--- src/rtl/alu_share_arbiter_pkg.sv ---
// alu_share_arbiter_pkg: shared opcodes, FSM state encoding and default datapath width
package alu_share_arbiter_pkg;
   localparam int DEFAULT_WIDTH = 32;
   typedef enum logic [1:0] {OP_AND = 2'b00, OP_OR = 2'b01, OP_XOR = 2'b10, OP_NOR = 2'b11} op_e;
   // one-hot so exactly one state bit is ever set
   typedef enum logic [2:0] {IDLE = 3'b001, EXEC = 3'b010, RESP = 3'b100} state_e;
endpackage

--- src/rtl/alu_share_arbiter_if.sv ---
// alu_share_arbiter_if: two requester channels, one response channel and the done counter
//   master: drives reqN_valid/op/a/b and rsp_ready; slave: drives reqN_ready, rsp_*, done_cnt
interface alu_share_arbiter_if import alu_share_arbiter_pkg::*; #(
   parameter int WIDTH = DEFAULT_WIDTH,
   parameter int CNT_W = 16
);
   logic             req0_valid, req0_ready, req1_valid, req1_ready;
   logic [1:0]       req0_op, req1_op;
   logic [WIDTH-1:0] req0_a, req0_b, req1_a, req1_b;
   logic             rsp_valid, rsp_ready, rsp_id;
   logic [WIDTH-1:0] rsp_data;
   logic [CNT_W-1:0] done_cnt;
   modport master (
      output req0_valid, req0_op, req0_a, req0_b, req1_valid, req1_op, req1_a, req1_b, rsp_ready,
      input  req0_ready, req1_ready, rsp_valid, rsp_data, rsp_id, done_cnt
   );
   modport slave (
      input  req0_valid, req0_op, req0_a, req0_b, req1_valid, req1_op, req1_a, req1_b, rsp_ready,
      output req0_ready, req1_ready, rsp_valid, rsp_data, rsp_id, done_cnt
   );
endinterface

--- src/rtl/alu_share_arbiter_logic_unit_32b.sv ---
// logic_unit_32b: combinational bitwise op; ports op (opcode), a/b (operands) -> y (result)
module logic_unit_32b import alu_share_arbiter_pkg::*; #(
   parameter int WIDTH = DEFAULT_WIDTH
) (
   input  op_e              op,
   input  logic [WIDTH-1:0] a,
   input  logic [WIDTH-1:0] b,
   output logic [WIDTH-1:0] y
);
   always_comb y = op == OP_AND ? a & b : op == OP_OR ? a | b : op == OP_XOR ? a ^ b : ~(a | b);
endmodule

--- src/rtl/alu_share_arbiter.sv ---
// alu_share_arbiter: round-robin share of one bitwise logic unit between two requesters
//   clk, rst (async, active-high); bus (slave modport): request channels 0/1, response channel, done_cnt
module alu_share_arbiter import alu_share_arbiter_pkg::*; #(
   parameter int WIDTH = DEFAULT_WIDTH,
   parameter int CNT_W = 16
) (
   input logic              clk,
   input logic              rst,
   alu_share_arbiter_if.slave bus
);
   state_e           state;
   logic             last;
   op_e              op_q;
   logic [WIDTH-1:0] a_q, b_q, y;
   logic             gnt0, gnt1;
   // on contention the requester not granted last wins; last resets to 1 so req0 wins first
   always_comb begin
      gnt0 = !rst && state == IDLE && bus.req0_valid && (!bus.req1_valid || last);
      gnt1 = !rst && state == IDLE && bus.req1_valid && (!bus.req0_valid || !last);
   end
   assign bus.req0_ready = gnt0;
   assign bus.req1_ready = gnt1;
   logic_unit_32b #(.WIDTH(WIDTH)) u_lu (.op(op_q), .a(a_q), .b(b_q), .y(y));
   always_ff @(posedge clk or posedge rst)
      if (rst) begin
         state        <= IDLE;
         last         <= 1'b1;
         op_q         <= OP_AND;
         a_q          <= '0;
         b_q          <= '0;
         bus.rsp_valid <= 1'b0;
         bus.rsp_data  <= '0;
         bus.rsp_id    <= 1'b0;
         bus.done_cnt  <= '0;
      end else
         case (state)
            IDLE:
               if (gnt0 || gnt1) begin
                  op_q       <= op_e'(gnt1 ? bus.req1_op : bus.req0_op);
                  a_q        <= gnt1 ? bus.req1_a : bus.req0_a;
                  b_q        <= gnt1 ? bus.req1_b : bus.req0_b;
                  bus.rsp_id <= gnt1;
                  last       <= gnt1;
                  state      <= EXEC;
               end
            EXEC: begin
               bus.rsp_data  <= y;
               bus.rsp_valid <= 1'b1;
               state         <= RESP;
            end
            RESP:
               if (bus.rsp_ready) begin
                  bus.rsp_valid <= 1'b0;
                  bus.done_cnt  <= &bus.done_cnt ? bus.done_cnt : bus.done_cnt + CNT_W'(1);
                  state         <= IDLE;
               end
            default: state <= IDLE;
         endcase
endmodule

--- src/flat_wrapper.sv ---
// flat-port wrapper written by rule: the top's interface ports become plain ports
module alu_share_arbiter_flat import alu_share_arbiter_pkg::*;
#(
   parameter int WIDTH = DEFAULT_WIDTH,
   parameter int CNT_W = 16
)
  (clk, rst, bus_req0_valid, bus_req0_op, bus_req0_a, bus_req0_b, bus_req1_valid, bus_req1_op, bus_req1_a, bus_req1_b, bus_rsp_ready, bus_req0_ready, bus_req1_ready, bus_rsp_valid, bus_rsp_data, bus_rsp_id, bus_done_cnt);
  alu_share_arbiter_if #(.WIDTH(WIDTH), .CNT_W(CNT_W)) bus_i ();
  input logic clk;
  input logic rst;
  input wire logic [$bits(bus_i.req0_valid)-1:0] bus_req0_valid;
  input wire logic [$bits(bus_i.req0_op)-1:0] bus_req0_op;
  input wire logic [$bits(bus_i.req0_a)-1:0] bus_req0_a;
  input wire logic [$bits(bus_i.req0_b)-1:0] bus_req0_b;
  input wire logic [$bits(bus_i.req1_valid)-1:0] bus_req1_valid;
  input wire logic [$bits(bus_i.req1_op)-1:0] bus_req1_op;
  input wire logic [$bits(bus_i.req1_a)-1:0] bus_req1_a;
  input wire logic [$bits(bus_i.req1_b)-1:0] bus_req1_b;
  input wire logic [$bits(bus_i.rsp_ready)-1:0] bus_rsp_ready;
  output wire logic [$bits(bus_i.req0_ready)-1:0] bus_req0_ready;
  output wire logic [$bits(bus_i.req1_ready)-1:0] bus_req1_ready;
  output wire logic [$bits(bus_i.rsp_valid)-1:0] bus_rsp_valid;
  output wire logic [$bits(bus_i.rsp_data)-1:0] bus_rsp_data;
  output wire logic [$bits(bus_i.rsp_id)-1:0] bus_rsp_id;
  output wire logic [$bits(bus_i.done_cnt)-1:0] bus_done_cnt;
  assign bus_i.req0_valid = bus_req0_valid;
  assign bus_i.req0_op = bus_req0_op;
  assign bus_i.req0_a = bus_req0_a;
  assign bus_i.req0_b = bus_req0_b;
  assign bus_i.req1_valid = bus_req1_valid;
  assign bus_i.req1_op = bus_req1_op;
  assign bus_i.req1_a = bus_req1_a;
  assign bus_i.req1_b = bus_req1_b;
  assign bus_i.rsp_ready = bus_rsp_ready;
  assign bus_req0_ready = bus_i.req0_ready;
  assign bus_req1_ready = bus_i.req1_ready;
  assign bus_rsp_valid = bus_i.rsp_valid;
  assign bus_rsp_data = bus_i.rsp_data;
  assign bus_rsp_id = bus_i.rsp_id;
  assign bus_done_cnt = bus_i.done_cnt;
  alu_share_arbiter #(.WIDTH(WIDTH), .CNT_W(CNT_W)) u_core (.clk(clk), .rst(rst), .bus(bus_i));
endmodule
--- config.mk ---
export PLATFORM = sky130hd
export DESIGN_NAME = alu_share_arbiter_flat
export DESIGN_NICKNAME = d
export VERILOG_FILES = /design/src/rtl/alu_share_arbiter_pkg.sv /design/src/rtl/alu_share_arbiter_if.sv /design/src/rtl/alu_share_arbiter_logic_unit_32b.sv /design/src/rtl/alu_share_arbiter.sv /design/src/flat_wrapper.sv
export SDC_FILE = /design/constraint.sdc
export NUM_CORES = 1
export LEC_CHECK = 0
export ABC_AREA = 1
export CAP_MARGIN = 20
export CORE_ASPECT_RATIO = 1.25
export CORE_UTILIZATION = 40
export CTS_CLUSTER_DIAMETER = 30
export CTS_CLUSTER_SIZE = 8
export DETAILED_ROUTE_END_ITERATION = 7
export GPL_ROUTABILITY_DRIVEN = 0
export GPL_TIMING_DRIVEN = 0
export PLACE_DENSITY = 0.67
export SLEW_MARGIN = 5
export SYNTH_ARGS = -nofsm -noshare
export SYNTH_HDL_FRONTEND = slang
export SYNTH_SLANG_ARGS = --single-unit
--- constraint.sdc ---
create_clock -name clk -period 4.59 [get_ports clk]
set_input_delay 1.1475 -clock clk [delete_from_list [all_inputs] [get_ports clk]]
set_output_delay 1.1475 -clock clk [all_outputs]
set_load 0.01 [all_outputs]
# Yosys cells after proc, flatten, opt, wreduce, memory -nomap -nowiden
# Cells that the tools add are included.
classes:
  add_sub_neg: 1
  eq_ne: 7
  n_mux: 11
  bitwise: 5
  reduce_logical: 19
ops:
  columns: ["operator", "n"]
  rows:
  - ["$mux 32", 5]
  - ["$and 32x32->32", 1]
  - ["$not 32->32", 1]
  - ["$or 32x32->32", 1]
  - ["$xor 32x32->32", 1]
  - ["$add 16x1->16 const B", 1]
  - ["$reduce_and 16->1", 1]
  - ["$pmux 3 s3", 1]
  - ["$mux 3", 2]
  - ["$reduce_and 2->1", 3]
  - ["$logic_and 1x1->1", 5]
  - ["$logic_not 1->1", 4]
  - ["$ne 2x2->1 const B", 2]
  - ["$eq 3x1->1 const B", 1]
  - ["$eq 3x2->1 const B", 1]
  - ["$eq 3x3->1 const B", 1]
  - ["$logic_or 1x1->1", 3]
  - ["$reduce_and 3->1", 1]
  - ["$eq 2x1->1 const B", 1]
  - ["$eq 2x2->1 const B", 1]
  - ["$logic_not 2->1", 1]
  - ["$mux 2", 1]
  - ["$pmux 1 s2", 1]
  - ["$reduce_bool 2->1", 1]
  - ["2 further kinds", 2]
word_totals:
  reg_bits: 120
  in_bits: 137
  output_inout_bits: 52
  word_cells: 52

# Longest topological paths before layout
# Gate-level depths: netlist (run 1).
depth:
  depth_word: 7
  mapped_depth: 10
  ltp_nobuf: 8

# By module
# A second synthesis (run 1) with hierarchy kept.
hier_totals:
  cells_unflattened: 1186
  hier_area_um2: 8521.9
modules_own_cells:
  columns: ["mod", "instances", "cells_per_inst", "area_per_inst_um2", "seq_area_each_um2"]
  rows:
  - ["alu_share_arbiter", 1, 745, 5888.1, 3005.4]
  - ["logic_unit_32b", 1, 441, 2633.8, 0.0]

# Least setup slack after synthesis (run 1)
# Ideal clock, no wire load.
synth_path:
  kind: "input port to output port"
  startpoint: "input port bus_req1_valid"
  endpoint: "output port bus_req1_ready"
  arrival_time_ns: 1.879
  required_time_ns: 3.443
  setup_slack_ns: 1.564
  stages: 5
  n_path_buf: 2
  cell_sequence: "a21boi_2 -> nand2_2 -> buf_2 -> buf_2 -> inv_1"
synth_via:
  elab_chain_cells: 2
synth_lines:
  columns: ["item", "line_no", "rtl"]
  rows:
  - ["start: declaration", "flat_wrapper.sv:15", "input wire logic [$bits(bus_i.req1_valid)-1:0] bus_req1_valid;"]
  - ["$logic_and 1x1->1 (2 in series)", "alu_share_arbiter.sv:19", "gnt1 = !rst && state == IDLE && bus.req1_valid && (!bus.req0_valid || !last);"]
  - ["end: declaration", "flat_wrapper.sv:21", "output wire logic [$bits(bus_i.req1_ready)-1:0] bus_req1_ready;"]
# No other way between the ends.

# Worst setup path in the final report (run 1)
layout_path:
  startpoint: "input port rst"
  endpoint: "output port bus_req1_ready"
layout_via:
  elab_chain_cells: 4
layout_lines:
  columns: ["item", "line_no", "rtl"]
  rows:
  - ["start: declaration", "flat_wrapper.sv:10", "input logic rst;"]
  - ["$logic_not 1->1", "alu_share_arbiter.sv:19", null]
  - ["$logic_and 1x1->1 (3 in series)", "alu_share_arbiter.sv:19", null]
# No other way between the ends.

==> impl_results.rst, run 1 <==
.. list-table::
   :header-rows: 1

   * - Metric
     - Value
   * - Cell type contributing the most total cell area after synthesis
     - dfrtp_1
   * - Clock slew seen by the registers of the worst setup and hold paths
     - approximately 0.06 ns
   * - CTS resizes
     - 0
   * - Cell Area, Synth
     - 7740 um2
   * - Vias post-DR
     - 7,649
   * - Number of buffers added by the clock tree synthesis step
     - 17
   * - Total iterations of the first detailed-routing run
     - 6
   * - Post-synthesis cell count
     - 1,094
   * - Post-synthesis share of cell area spent on full adders, half adders and majority gates
     - 10.5%
   * - HPWL after detailed placement
     - 16,700 um
   * - Number of max-cap violations
     - 0
   * - Global-route congestion overflow total
     - 0
   * - Leak Pwr
     - 5.49 nW
   * - Starting density of the core
     - 41.1%
   * - Final setup violation count
     - 0
   * - Most area-consuming cells after synthesis
     - dfrtp_1 38%, nand2_1 22%, ha_1 11%
   * - Synth Warn #
     - 0
   * - Routed len/inst
     - around 15 um
   * - Fraction of layout cells with a size suffix above 1
     - under 10%
   * - Startpoint kind of the worst setup timing path
     - input pin
   * - Vias in the first global route
     - ~7,400
   * - TritonCTS Sinks
     - 120
   * - TritonCTS clock tree
     - done
   * - Number of antenna repair diodes
     - 0
   * - Portion of the post-synthesis area used by sequential elements
     - 38.8%
   * - Kind of path behind the tightest hold check
     - reg -> reg
   * - Total Wirelength
     - 23,400 um
   * - Post-CTS Setup Bufs
     - 0
   * - Total power divided by cell area
     - 565 nW/um2
   * - Cells along the critical path
     - clkdlybuf4s50_1, nor2_4, nand2_2, buf_2, buf_2, inv_1, clkdlybuf4s50_1
   * - Final critical path time including I/O delays and setup
     - 4.38 ns
   * - Unrepaired setup endpoints after global routing
     - no
   * - Clock latency reported for the late side of the worst-skew pair
     - 0.43 ns
   * - DRC violations left
     - 0
   * - PnR Total Power
     - about 6 mW
   * - Detailed router's first-iteration violation count
     - 447
   * - Mean Syn Cell Area
     - ~7.1 um2
   * - Clock skew after layout
     - approximately 0.0075 ns
   * - Slowest CP cell
     - clkdlybuf4s50_1
   * - Quantity of hold-fixing buffers added after cts
     - 0
   * - Synthesized flop and latch total
     - 120
   * - Run status
     - finished, final reports clean
   * - Global-route wire length before repair
     - about 38,000 um
   * - GRT Resource Usage Total
     - 24.8%
   * - Post-route clock period utilization
     - 95.5%
   * - Total I/O pin count
     - approximately 190
   * - Overall die width
     - 126 um
   * - Antenna violations before repair
     - 0
   * - Area of the die
     - 19,900 um2
   * - Peak supply drop
     - 0.364 mV
   * - Synth Area in Compound Gates
     - 12.0%
   * - Fmax
     - 228 MHz
   * - Core Region
     - 18,800 um2
   * - Measured slew at the worst slew-check pin
     - 0.720 ns
   * - Synth Area in Simple Gates
     - 28.5%
   * - Final count of hold timing violations
     - 0
   * - Proportion of synthesized area in mux cells
     - 0%
   * - Synth async-reset ratio
     - 100%
   * - Maximum number of pins on one net before global-route repair
     - 73
   * - Area growth from synthesis to final layout
     - 36.8%
   * - Slew Limit Fails
     - 0
   * - Crit path max fanout
     - 10
   * - H-tree depth reported by CTS
     - 4
   * - Commonest register cell after synthesis
     - dfrtp_1
   * - Most repeated cell in the gate-level netlist after synthesis
     - nand2_1
   * - Crit. End Element
     - output port
   * - Count of antenna-violating nets left after detailed routing
     - 0
   * - Tightest slew margin relative to the limit
     - 52.0%
   * - Post-synthesis cell type count
     - 29
   * - Dominant combinational cell family by area after synthesis
     - simple AND/OR/NAND/NOR gates
   * - Post-synthesis share of cell area spent on xor and xnor gates
     - 0.792%
   * - Net count of the mapped netlist
     - 1,296
   * - Layout net count
     - around 1,500
   * - Clk Tree Root Cell
     - clkbuf_16
   * - CP arrival
     - between 3 and 4 ns
   * - Max stage delay on crit path
     - between 0.6 and 0.7 ns
   * - Required time of the critical path
     - 3.44 ns
   * - Buffer and inverter count on the worst path
     - 5
   * - Maximum number of buffers from clock root to sink
     - 2
   * - Fraction of the core area covered by cells at the end of the flow
     - 56.2%
   * - Number of enable flip-flop cells after synthesis
     - 0
   * - Count of port buffers added during placement
     - 188
   * - Kind of critical path
     - in -> out
   * - Number of rows in the core area
     - 56
   * - Via/cell ratio
     - 4.94
   * - Crit path max-delay family
     - buffers and inverters
   * - Cell types with the highest counts after synthesis
     - 447 x nand2_1, 118 x dfrtp_1, 118 x inv_1, 100 x o21ai_0, 76 x nand3_1
   * - Die Height
     - 158 um
   * - Synth top area share
     - 38.1%
==> cells by family (layout without fill, tap and decap cells) <==
kind of cell	Yosys count	in the layout
buffers and inverters	181	402
adders and majority gates	65	65
AOI/OAI and AO/OA	167	167
DFF	120	120
xor gates and xnor gates	7	7
and+or+nand+nor	554	554
==> path summary, 6_finish.rpt <==
check                                                       from                                   to  slack, ns  cells after the start
min in group asynchronous                                    rst  u_core.bus.rsp_data[10]$_DFFE_PP0N_       1.25                      2
worst min register to register  u_core.bus.rsp_valid$_DFFE_PP0P_     u_core.bus.rsp_valid$_DFFE_PP0P_       0.49                      2
worst max register to register       u_core.state[0]$_DFFE_PP1P_            u_core.a_q[1]$_DFFE_PP0P_       2.64                      7
max in group asynchronous                                    rst              u_core.last$_DFFE_PP1P_       2.58                      3
worst min-delay path            u_core.bus.rsp_valid$_DFFE_PP0P_     u_core.bus.rsp_valid$_DFFE_PP0P_       0.49                      2
worst max-delay path                                         rst                       bus_req1_ready       0.21                      7
==> state kept, by name (all words and copies together) (netlist names) <==
name and flops:
u_core.a_q 32, u_core.bus.rsp_data 32, u_core.op_q 2, u_core.last 1
u_core.bus.done_cnt 16, u_core.bus.rsp_valid 1, u_core.bus.rsp_id 1, u_core.b_q 32
u_core.state 3
==> tightest hold or removal path, stage by stage, from the launching register on <==
cell     delay [ns]
dfrtp_1        0.34
nand2_1        0.06
nand2_1        0.05
==> layout by cell type (no fill, tap or decap), drive strengths merged <==
cell,count
a21boi,33
a21oi,32
a22oi,1
buf,30
bufinv,4
clkbuf,48
clkdlybuf4s50,188
clkinv,7
dfrtp,118
dfstp,2
ha,65
inv,125
nand2,449
nand3,77
nand4,4
nor2,22
nor3,1
o21ai,101
or2,1
xnor2,4
xor2,3
==> per-stage QoR <==
| step | area [um2] | setup WS (ns) | setup TNS (ns) | hold WS (ns) | cells |
|---|---|---|---|---|---|
| floorplan | 7740 | 0.260 | 0 | 0.474 | 1094 |
| global placement | 9910 | -1.80 | -213.23 | 0.462 | 1514 |
| detailed placement | 9950 | 0.200 | 0 | 0.483 | 1515 |
| CTS | 10600 | 0.186 | 0 | 0.502 | 1547 |
| global route | 10600 | 0.134 | 0 | 0.532 | 1547 |
| finish | 10600 | 0.206 | 0 | 0.489 | 1547 |
==> report_power, final <==
group          switching, mW  internal [mW]
logic                   1.56           1.11
clock network          0.536          0.920
registers              0.347           1.52
==> layer usage <==
layer  global-route usage (%)  routed length, um  vias up
met4                     9.06                456        0
li1                         -                  -     3846
met5                        0                  0        -
met3                     4.59               1280       29
met2                     43.6              11900      218
met1                     30.1               9750     3556
==> cell type report <==
| cell class | count | area [um2] |
|---|---|---|
| inverters | 121 | 459 |
| repair buffers | 189 | 1910 |
| multi-input cells | 793 | 4010 |
| clock inverters | 15 | 216 |
| clock buffers | 17 | 425 |
| flip-flops and latches | 120 | 3010 |
| plain buffers | 60 | 269 |
| fillers | 1820 | 8260 |
| well taps | 232 | 290 |
Note: power is estimated with default switching activity, not from simulation.
==> run 2, diff against run 1 <==
- CORE_MARGIN: unset -> 3
==> run 2 against run 1 <==
Global-route usage shrank 1.9 points. Die area grew 5.8%. Sequential share of layout area is essentially flat. Final area is essentially flat. Register-to-register slack gained 0.02 ns. Via count shrank 0.30%. Clock power is essentially flat. Final cell count is essentially flat. Largest power group unchanged. Clock-buffer cell count grew 3. Wire length grew 1.3%. Critical path type unchanged.
==> impl_results.rst, run 2 (synthesis results as in run 1) <==
.. list-table::
   :header-rows: 1

   * - Metric
     - Value
   * - Placed Cells
     - 1,515 (unchanged)
   * - Via/cell ratio
     - 4.93 (-0.37%)
   * - Starting density of the core
     - 40.9% (-0.15 points)
   * - H-tree depth reported by CTS
     - 4 (unchanged)
   * - Total I/O pin count
     - 189 (unchanged)
   * - Biggest regs
     - u_core.a_q (32), u_core.b_q (32), u_core.bus.rsp_data (32)
   * - Vias in the first global route
     - 7,576 (+2.6%)
   * - Startpoint kind of the worst setup timing path
     - input pin
   * - Final critical path time including I/O delays and setup
     - 4.36 ns (-0.0207 ns)
   * - CTS resizes
     - 0 (unchanged)
   * - Max stage delay on crit path
     - 0.53 ns (-0.10 ns)
   * - Number of rows in the core area
     - 56 (unchanged)
   * - Layout net count
     - 1,504 (unchanged)
   * - Crit path max fanout
     - 10 (unchanged)
   * - Count of antenna-violating nets left after detailed routing
     - 0 (unchanged)
   * - Peak supply drop
     - 0.323 mV (-11%)
   * - Tightest slew margin relative to the limit
     - 49.5% (-2.5 points)
   * - Number of buffers added by the clock tree synthesis step
     - 17 (unchanged)
   * - Vias post-DR
     - 7,626 (-0.30%)
   * - Total Wirelength
     - 23,700 um (+1.3%)
   * - Area growth from synthesis to final layout
     - 36.7% (about the same)
   * - Die Height
     - 162 um (+2.5%)
   * - Slew Limit Fails
     - 0 (unchanged)
   * - Clock skew after layout
     - 0.00861 ns (+0.00108 ns)
   * - Crit path max-delay family
     - buffers and inverters
   * - Commonest non-fill, non-tap cells in the layout
     - 447 x nand2_1, 188 x clkdlybuf4s50_1, 118 x dfrtp_1
   * - Kind of path behind the tightest hold check
     - reg -> reg
   * - Routed len/inst
     - 15.3 um (+1.2%)
   * - Kind of critical path
     - in -> out
   * - Post-route non-filler standard cell count
     - 1,548 (+0.065%)
   * - Final count of hold timing violations
     - 0 (unchanged)
   * - Run status
     - finished, final reports clean
   * - Unrepaired setup endpoints after global routing
     - no
   * - Required time of the critical path
     - 3.44 ns (about the same)
   * - Clk Tree Root Cell
     - clkbuf_16
   * - Crit. End Element
     - output port
   * - Clock latency reported for the late side of the worst-skew pair
     - 0.42 ns (about the same)
   * - Final setup violation count
     - 0 (unchanged)
   * - DRC violations left
     - 0 (unchanged)
   * - Count of port buffers added during placement
     - 188 (unchanged)
   * - Cells along the critical path
     - clkdlybuf4s50_1, a21boi_2, nand2_2, buf_2, buf_2, inv_1, clkdlybuf4s50_1
   * - Total iterations of the first detailed-routing run
     - 5 (-1)
   * - Measured slew at the worst slew-check pin
     - 0.758 ns (+0.0381 ns)
   * - Antenna violations before repair
     - 1 (+1)
   * - TritonCTS Sinks
     - 120 (unchanged)
   * - Maximum number of buffers from clock root to sink
     - 2 (unchanged)
   * - Slowest CP cell
     - clkdlybuf4s50_1
   * - Post-route clock period utilization
     - 95.1% (-0.45 points)
   * - Global-route wire length before repair
     - 37,700 um (-0.13%)
   * - Buffer and inverter count on the worst path
     - 5 (unchanged)
   * - Area of the die
     - 21,100 um2 (+5.8%)
   * - Leak Pwr
     - 5.48 nW (-0.27%)
   * - Overall die width
     - 130 um (+3.2%)
   * - Total power divided by cell area
     - 566 nW/um2 (about the same)
   * - Fmax
     - 229 MHz (+0.48%)
   * - GRT Resource Usage Total
     - 22.9% (-1.9 points)
   * - Core Region
     - 18,900 um2 (+0.37%)
   * - Global-route congestion overflow total
     - 0 (unchanged)
   * - CP arrival
     - 3.22 ns (-0.02 ns)
   * - Most frequent standard cell in the layout excluding fill and tap cells
     - nand2_1
   * - Detailed router's first-iteration violation count
     - 463 (+3.6%)
   * - HPWL after detailed placement
     - 17,100 um (+2.6%)
   * - Clock slew seen by the registers of the worst setup and hold paths
     - 0.06 ns (about the same)
   * - TritonCTS clock tree
     - done
   * - Post-CTS Setup Bufs
     - 0 (unchanged)
   * - Maximum number of pins on one net before global-route repair
     - 65 (-11%)
   * - Fraction of layout cells with a size suffix above 1
     - 5.32% (-0.076 points)
   * - Number of max-cap violations
     - 0 (unchanged)
   * - Quantity of hold-fixing buffers added after cts
     - 0 (unchanged)
   * - Final hold slack
     - 0.479 ns (-0.0103 ns)
[run 2: cell count changes in the layout (fill, tap and decap cells not counted), sizes merged]
cell and change:
diode +1, clkinv -3, clkbuf +3, inv -4, clkinvlp +4
[run 2: stage by stage]
stage	total power, mW	setup WS (ns)	util [%]	TNS (ns)	instance area, um2
floorplan	3.43	0.260	-	0	7740
global placement	4.46	-1.81	52.4	-213.45	9910
detailed placement	4.56	0.219	52.6	0	9950
CTS	6.03	0.217	55.9	0	10600
global route	6.52	0.0917	55.9	0	10600
finish	5.98	0.227	55.9	0	10600
[run 2: area by class of cell]
| class | instances | area (um2) |
|---|---|---|
| Inverter | 121 | 459 |
| Antenna cell | 1 | 2.50 |
| Tap cell | 232 | 290 |
| Multi-Input combinational cell | 793 | 4010 |
| Fill cell | 1866 | 8340 |
| Buffer | 60 | 269 |
| Clock inverter | 12 | 174 |
| Clock buffer | 20 | 457 |
| Sequential cell | 120 | 3010 |
| Timing Repair Buffer | 189 | 1910 |
[run 2: metal layers]
layer  vias to the layer above  track usage [%]  part of all wire [%]
met3                        37             3.80                   4.4
met4                         0             9.21                   2.8
met1                      3528             28.3                    44
met2                       212             39.2                    49
met5                         -                0                     0
li1                       3849                -                     -
[run 2: power breakdown]
part | switching (mW) | total (mW) | internal [mW]
Combinational | 1.58 | 2.70 | 1.12
Sequential | 0.336 | 1.85 | 1.52
Clock | 0.499 | 1.43 | 0.934
Total | 2.42 | 5.98 | 3.57
[run 2: path summary, 6_finish.rpt]
path,cells past startpoint,slack [ns],endpoint,from
max in group asynchronous,3,2.53,u_core.state[0]$_DFFE_PP1P_,rst
setup reg to reg,7,2.66,u_core.op_q[0]$_DFFE_PP0P_,u_core.state[0]$_DFFE_PP1P_
hold reg to reg,2,0.48,u_core.bus.rsp_id$_DFFE_PP0P_,u_core.bus.rsp_id$_DFFE_PP0P_
setup / recovery,7,0.23,bus_req1_ready,bus_req1_valid
min in group asynchronous,2,1.33,u_core.b_q[17]$_DFFE_PP0P_,rst
hold / removal,2,0.48,u_core.bus.rsp_id$_DFFE_PP0P_,u_core.bus.rsp_id$_DFFE_PP0P_
[run 2: worst min-delay path, cell delays in order, from the launching register on]
cell     delay, ns
dfrtp_1       0.34
nand2_1       0.06
nand2_1       0.05
==> run 3, diff against run 2 <==
--- a/config.mk
+++ b/config.mk
@@ -9,5 +9,5 @@
 export CAP_MARGIN = 20
 export CORE_ASPECT_RATIO = 1.25
-export CORE_MARGIN = 3
+export CORE_MARGIN = 2
 export CORE_UTILIZATION = 40
 export CTS_CLUSTER_DIAMETER = 30
==> constraint.sdc (replaced) <==
create_clock -name clk -period 4.59 [get_ports clk]
set_input_delay 1.1475 -clock clk [delete_from_list [all_inputs] [get_ports clk]]
set_output_delay 1.1475 -clock clk [all_outputs]
set_load 0.1 [all_outputs]
==> run 3 against run 2 <==
Hold slack improved by 0.0066 ns. First-iteration DRC count rose by 18%. Clock-buffer cell count did not move. Core utilization rose by 0.25 points. Die area fell by 2.8%. Sequential power barely moved. Via count fell by 0.69%. Combinational power rose by 41%. Clock power barely moved. Register-to-register slack got worse by 0.02 ns. Maximum frequency fell by 2.8%. Sequential cell count did not move. Critical path type unchanged. Critical endpoint is now bus_req0_ready.
==> impl_results.rst, run 3 (synthesis results as in run 1) <==
.. list-table::
   :header-rows: 1

   * - Metric
     - Value
   * - Measured slew at the worst slew-check pin
     - 1.04 ns (+0.281 ns)
   * - Layout net count
     - 1,504 (unchanged)
   * - Maximum number of buffers from clock root to sink
     - 2 (unchanged)
   * - Area of the die
     - 20,500 um2 (-2.8%)
   * - Kind of path behind the tightest hold check
     - reg -> reg
   * - Total power divided by cell area
     - 671 nW/um2 (+19%)
   * - Crit path max fanout
     - 5 (-5)
   * - H-tree depth reported by CTS
     - 4 (unchanged)
   * - Clk Tree Root Cell
     - clkbuf_16
   * - Final setup violation count
     - 0 (unchanged)
   * - Total iterations of the first detailed-routing run
     - 5 (unchanged)
   * - Overall die width
     - 128 um (-1.5%)
   * - Global-route wire length before repair
     - 37,500 um (-0.77%)
   * - Startpoint kind of the worst setup timing path
     - input pin
   * - Area of all placed cells without fillers
     - 10,600 um2 (about the same)
   * - Fraction of layout cells with a size suffix above 1
     - 5.48% (+0.15 points)
   * - Global-route congestion overflow total
     - 0 (unchanged)
   * - Final count of hold timing violations
     - 0 (unchanged)
   * - Worst Hold Path EP
     - u_core.bus.rsp_valid$_DFFE_PP0P_
   * - Total I/O pin count
     - 189 (unchanged)
   * - Most frequent standard cell in the layout excluding fill and tap cells
     - nand2_1
   * - Maximum number of pins on one net before global-route repair
     - 63 (-3.1%)
   * - Final critical path time including I/O delays and setup
     - 4.49 ns (+0.127 ns)
   * - Tightest slew margin relative to the limit
     - 30.5% (-19 points)
   * - Clock latency reported for the late side of the worst-skew pair
     - 0.43 ns (about the same)
   * - Slew Limit Fails
     - 0 (unchanged)
   * - Biggest regs
     - u_core.a_q (32), u_core.b_q (32), u_core.bus.rsp_data (32)
   * - Leak Pwr
     - 5.48 nW (about the same)
   * - Startpoint of the worst register-to-register path
     - u_core.state[0]$_DFFE_PP1P_
   * - Unrepaired setup endpoints after global routing
     - no
   * - Antenna violations before repair
     - 0 (-1)
   * - Count of antenna-violating nets left after detailed routing
     - 0 (unchanged)
   * - GRT Resource Usage Total
     - 23.4% (+0.58 points)
   * - Area growth from synthesis to final layout
     - 36.8% (about the same)
   * - Final setup margin
     - 0.0997 ns (-0.127 ns)
   * - TritonCTS Sinks
     - 120 (unchanged)
   * - Clock slew seen by the registers of the worst setup and hold paths
     - 0.05 ns (about the same)
   * - Post-route clock period utilization
     - 97.8% (+2.8 points)
   * - Kind of critical path
     - in -> out
   * - Run status
     - finished, final reports clean
   * - Commonest non-fill, non-tap cells in the layout
     - 447 x nand2_1, 187 x clkdlybuf4s50_1, 118 x dfrtp_1
   * - R2R Path End
     - u_core.a_q[1]$_DFFE_PP0P_
   * - Vias in the first global route
     - 7,325 (-3.3%)
   * - Number of max-cap violations
     - 0 (unchanged)
   * - Detailed router's first-iteration violation count
     - 545 (+18%)
   * - Hold-critical path depth
     - 2 (unchanged)
   * - Number of buffers added by the clock tree synthesis step
     - 17 (unchanged)
   * - TritonCTS clock tree
     - done
   * - Starting density of the core
     - 41.1% (+0.15 points)
   * - Core Region
     - 18,800 um2 (-0.37%)
   * - Number of rows in the core area
     - 56 (unchanged)
   * - Routed len/inst
     - 15.0 um (-2.1%)
   * - Vias post-DR
     - 7,573 (-0.69%)
   * - Clock skew after layout
     - 0.00543 ns (-0.00317 ns)
   * - Worst Setup Slack post-DPL
     - -0.358 ns (-0.577 ns)
   * - Critical path origin
     - rst
   * - Startpoint of the worst hold path
     - u_core.bus.rsp_valid$_DFFE_PP0P_
   * - Fmax
     - 223 MHz (-2.8%)
   * - Via/cell ratio
     - 4.90 (-0.63%)
   * - Peak supply drop
     - 0.386 mV (+19%)
   * - Total Wirelength
     - 23,200 um (-2.1%)
   * - HPWL after detailed placement
     - 16,800 um (-1.9%)
   * - Number of antenna repair diodes
     - 0 (-1)
   * - Count of port buffers added during placement
     - 188 (unchanged)
   * - Register-to-register path setup slack
     - 2.64 ns (-0.02 ns)
   * - Number of cells on the worst reg-to-reg path
     - 7 (unchanged)
   * - Required time of the critical path
     - 3.44 ns (about the same)
   * - Instance area after placement
     - 9950 um2 (unchanged)
   * - DRC violations left
     - 0 (unchanged)
   * - Crit. End Element
     - output port
   * - Die Height
     - 160 um (-1.2%)
   * - Quantity of hold-fixing buffers added after cts
     - 0 (unchanged)
   * - CP arrival
     - 3.34 ns (+0.12 ns)
-- run 3: how the worst max path moves through the flow --
stage / endpoint / slack, ns / cells after the start
2_1_floorplan: u_core.a_q[0]$_DFFE_PP0P_ / 0.26 / 1
3_5_place_dp: bus_req1_ready / -0.36 / 7
3_3_place_gp: u_core.b_q[28]$_DFFE_PP0P_ / -1.80 / 2
6_report: bus_req0_ready / 0.1 / 5
4_1_cts: bus_req0_ready / 0.11 / 5
5_1_grt: bus_req0_ready / 0.06 / 5
-- run 3: layer usage --
layer / track usage (%) / share of wire, %
met5: 0 / 0
met2: 40.0 / 49
met3: 4.10 / 5.6
met4: 8.59 / 2.3
met1: 29.5 / 43
-- run 3: final cells by class --
class / count / area (um2)
Clock buffer: 20 / 467
Tap cell: 232 / 290
Multi-Input combinational cell: 793 / 4010
Fill cell: 1817 / 8260
Inverter: 121 / 459
Clock inverter: 12 / 173
Timing Repair Buffer: 189 / 1910
Sequential cell: 120 / 3010
Buffer: 60 / 269
-- run 3: per-stage QoR --
stage	util [%]	hold WS, ns	total power, mW	setup TNS (ns)	std cells
finish	56.2	0.485	7.10	0	1547
global placement	52.6	0.458	5.59	-212.94	1514
global route	56.2	0.517	7.64	0	1547
detailed placement	52.8	0.474	5.68	-0.358	1515
floorplan	-	0.474	4.54	0	1094
CTS	56.2	0.488	7.16	0	1547
-- run 3: where the power goes --
group | switching, mW | total (mW) | internal [mW]
logic | 2.69 | 3.80 | 1.11
registers | 0.339 | 1.86 | 1.52
clock network | 0.499 | 1.45 | 0.947
total | 3.53 | 7.10 | 3.57
-- run 3: critical path: stages --
cell and delay (ns):
clkdlybuf4s50_1 0.55, nor2_4 0.27, nand2_1 0.14, inv_1 0.09, clkdlybuf4s50_1 1.14
-- run 3: repair_timing --
action,CTS,global route
resized for setup,3,0
setup endpoints to repair,1,0
setup buffers,0,0
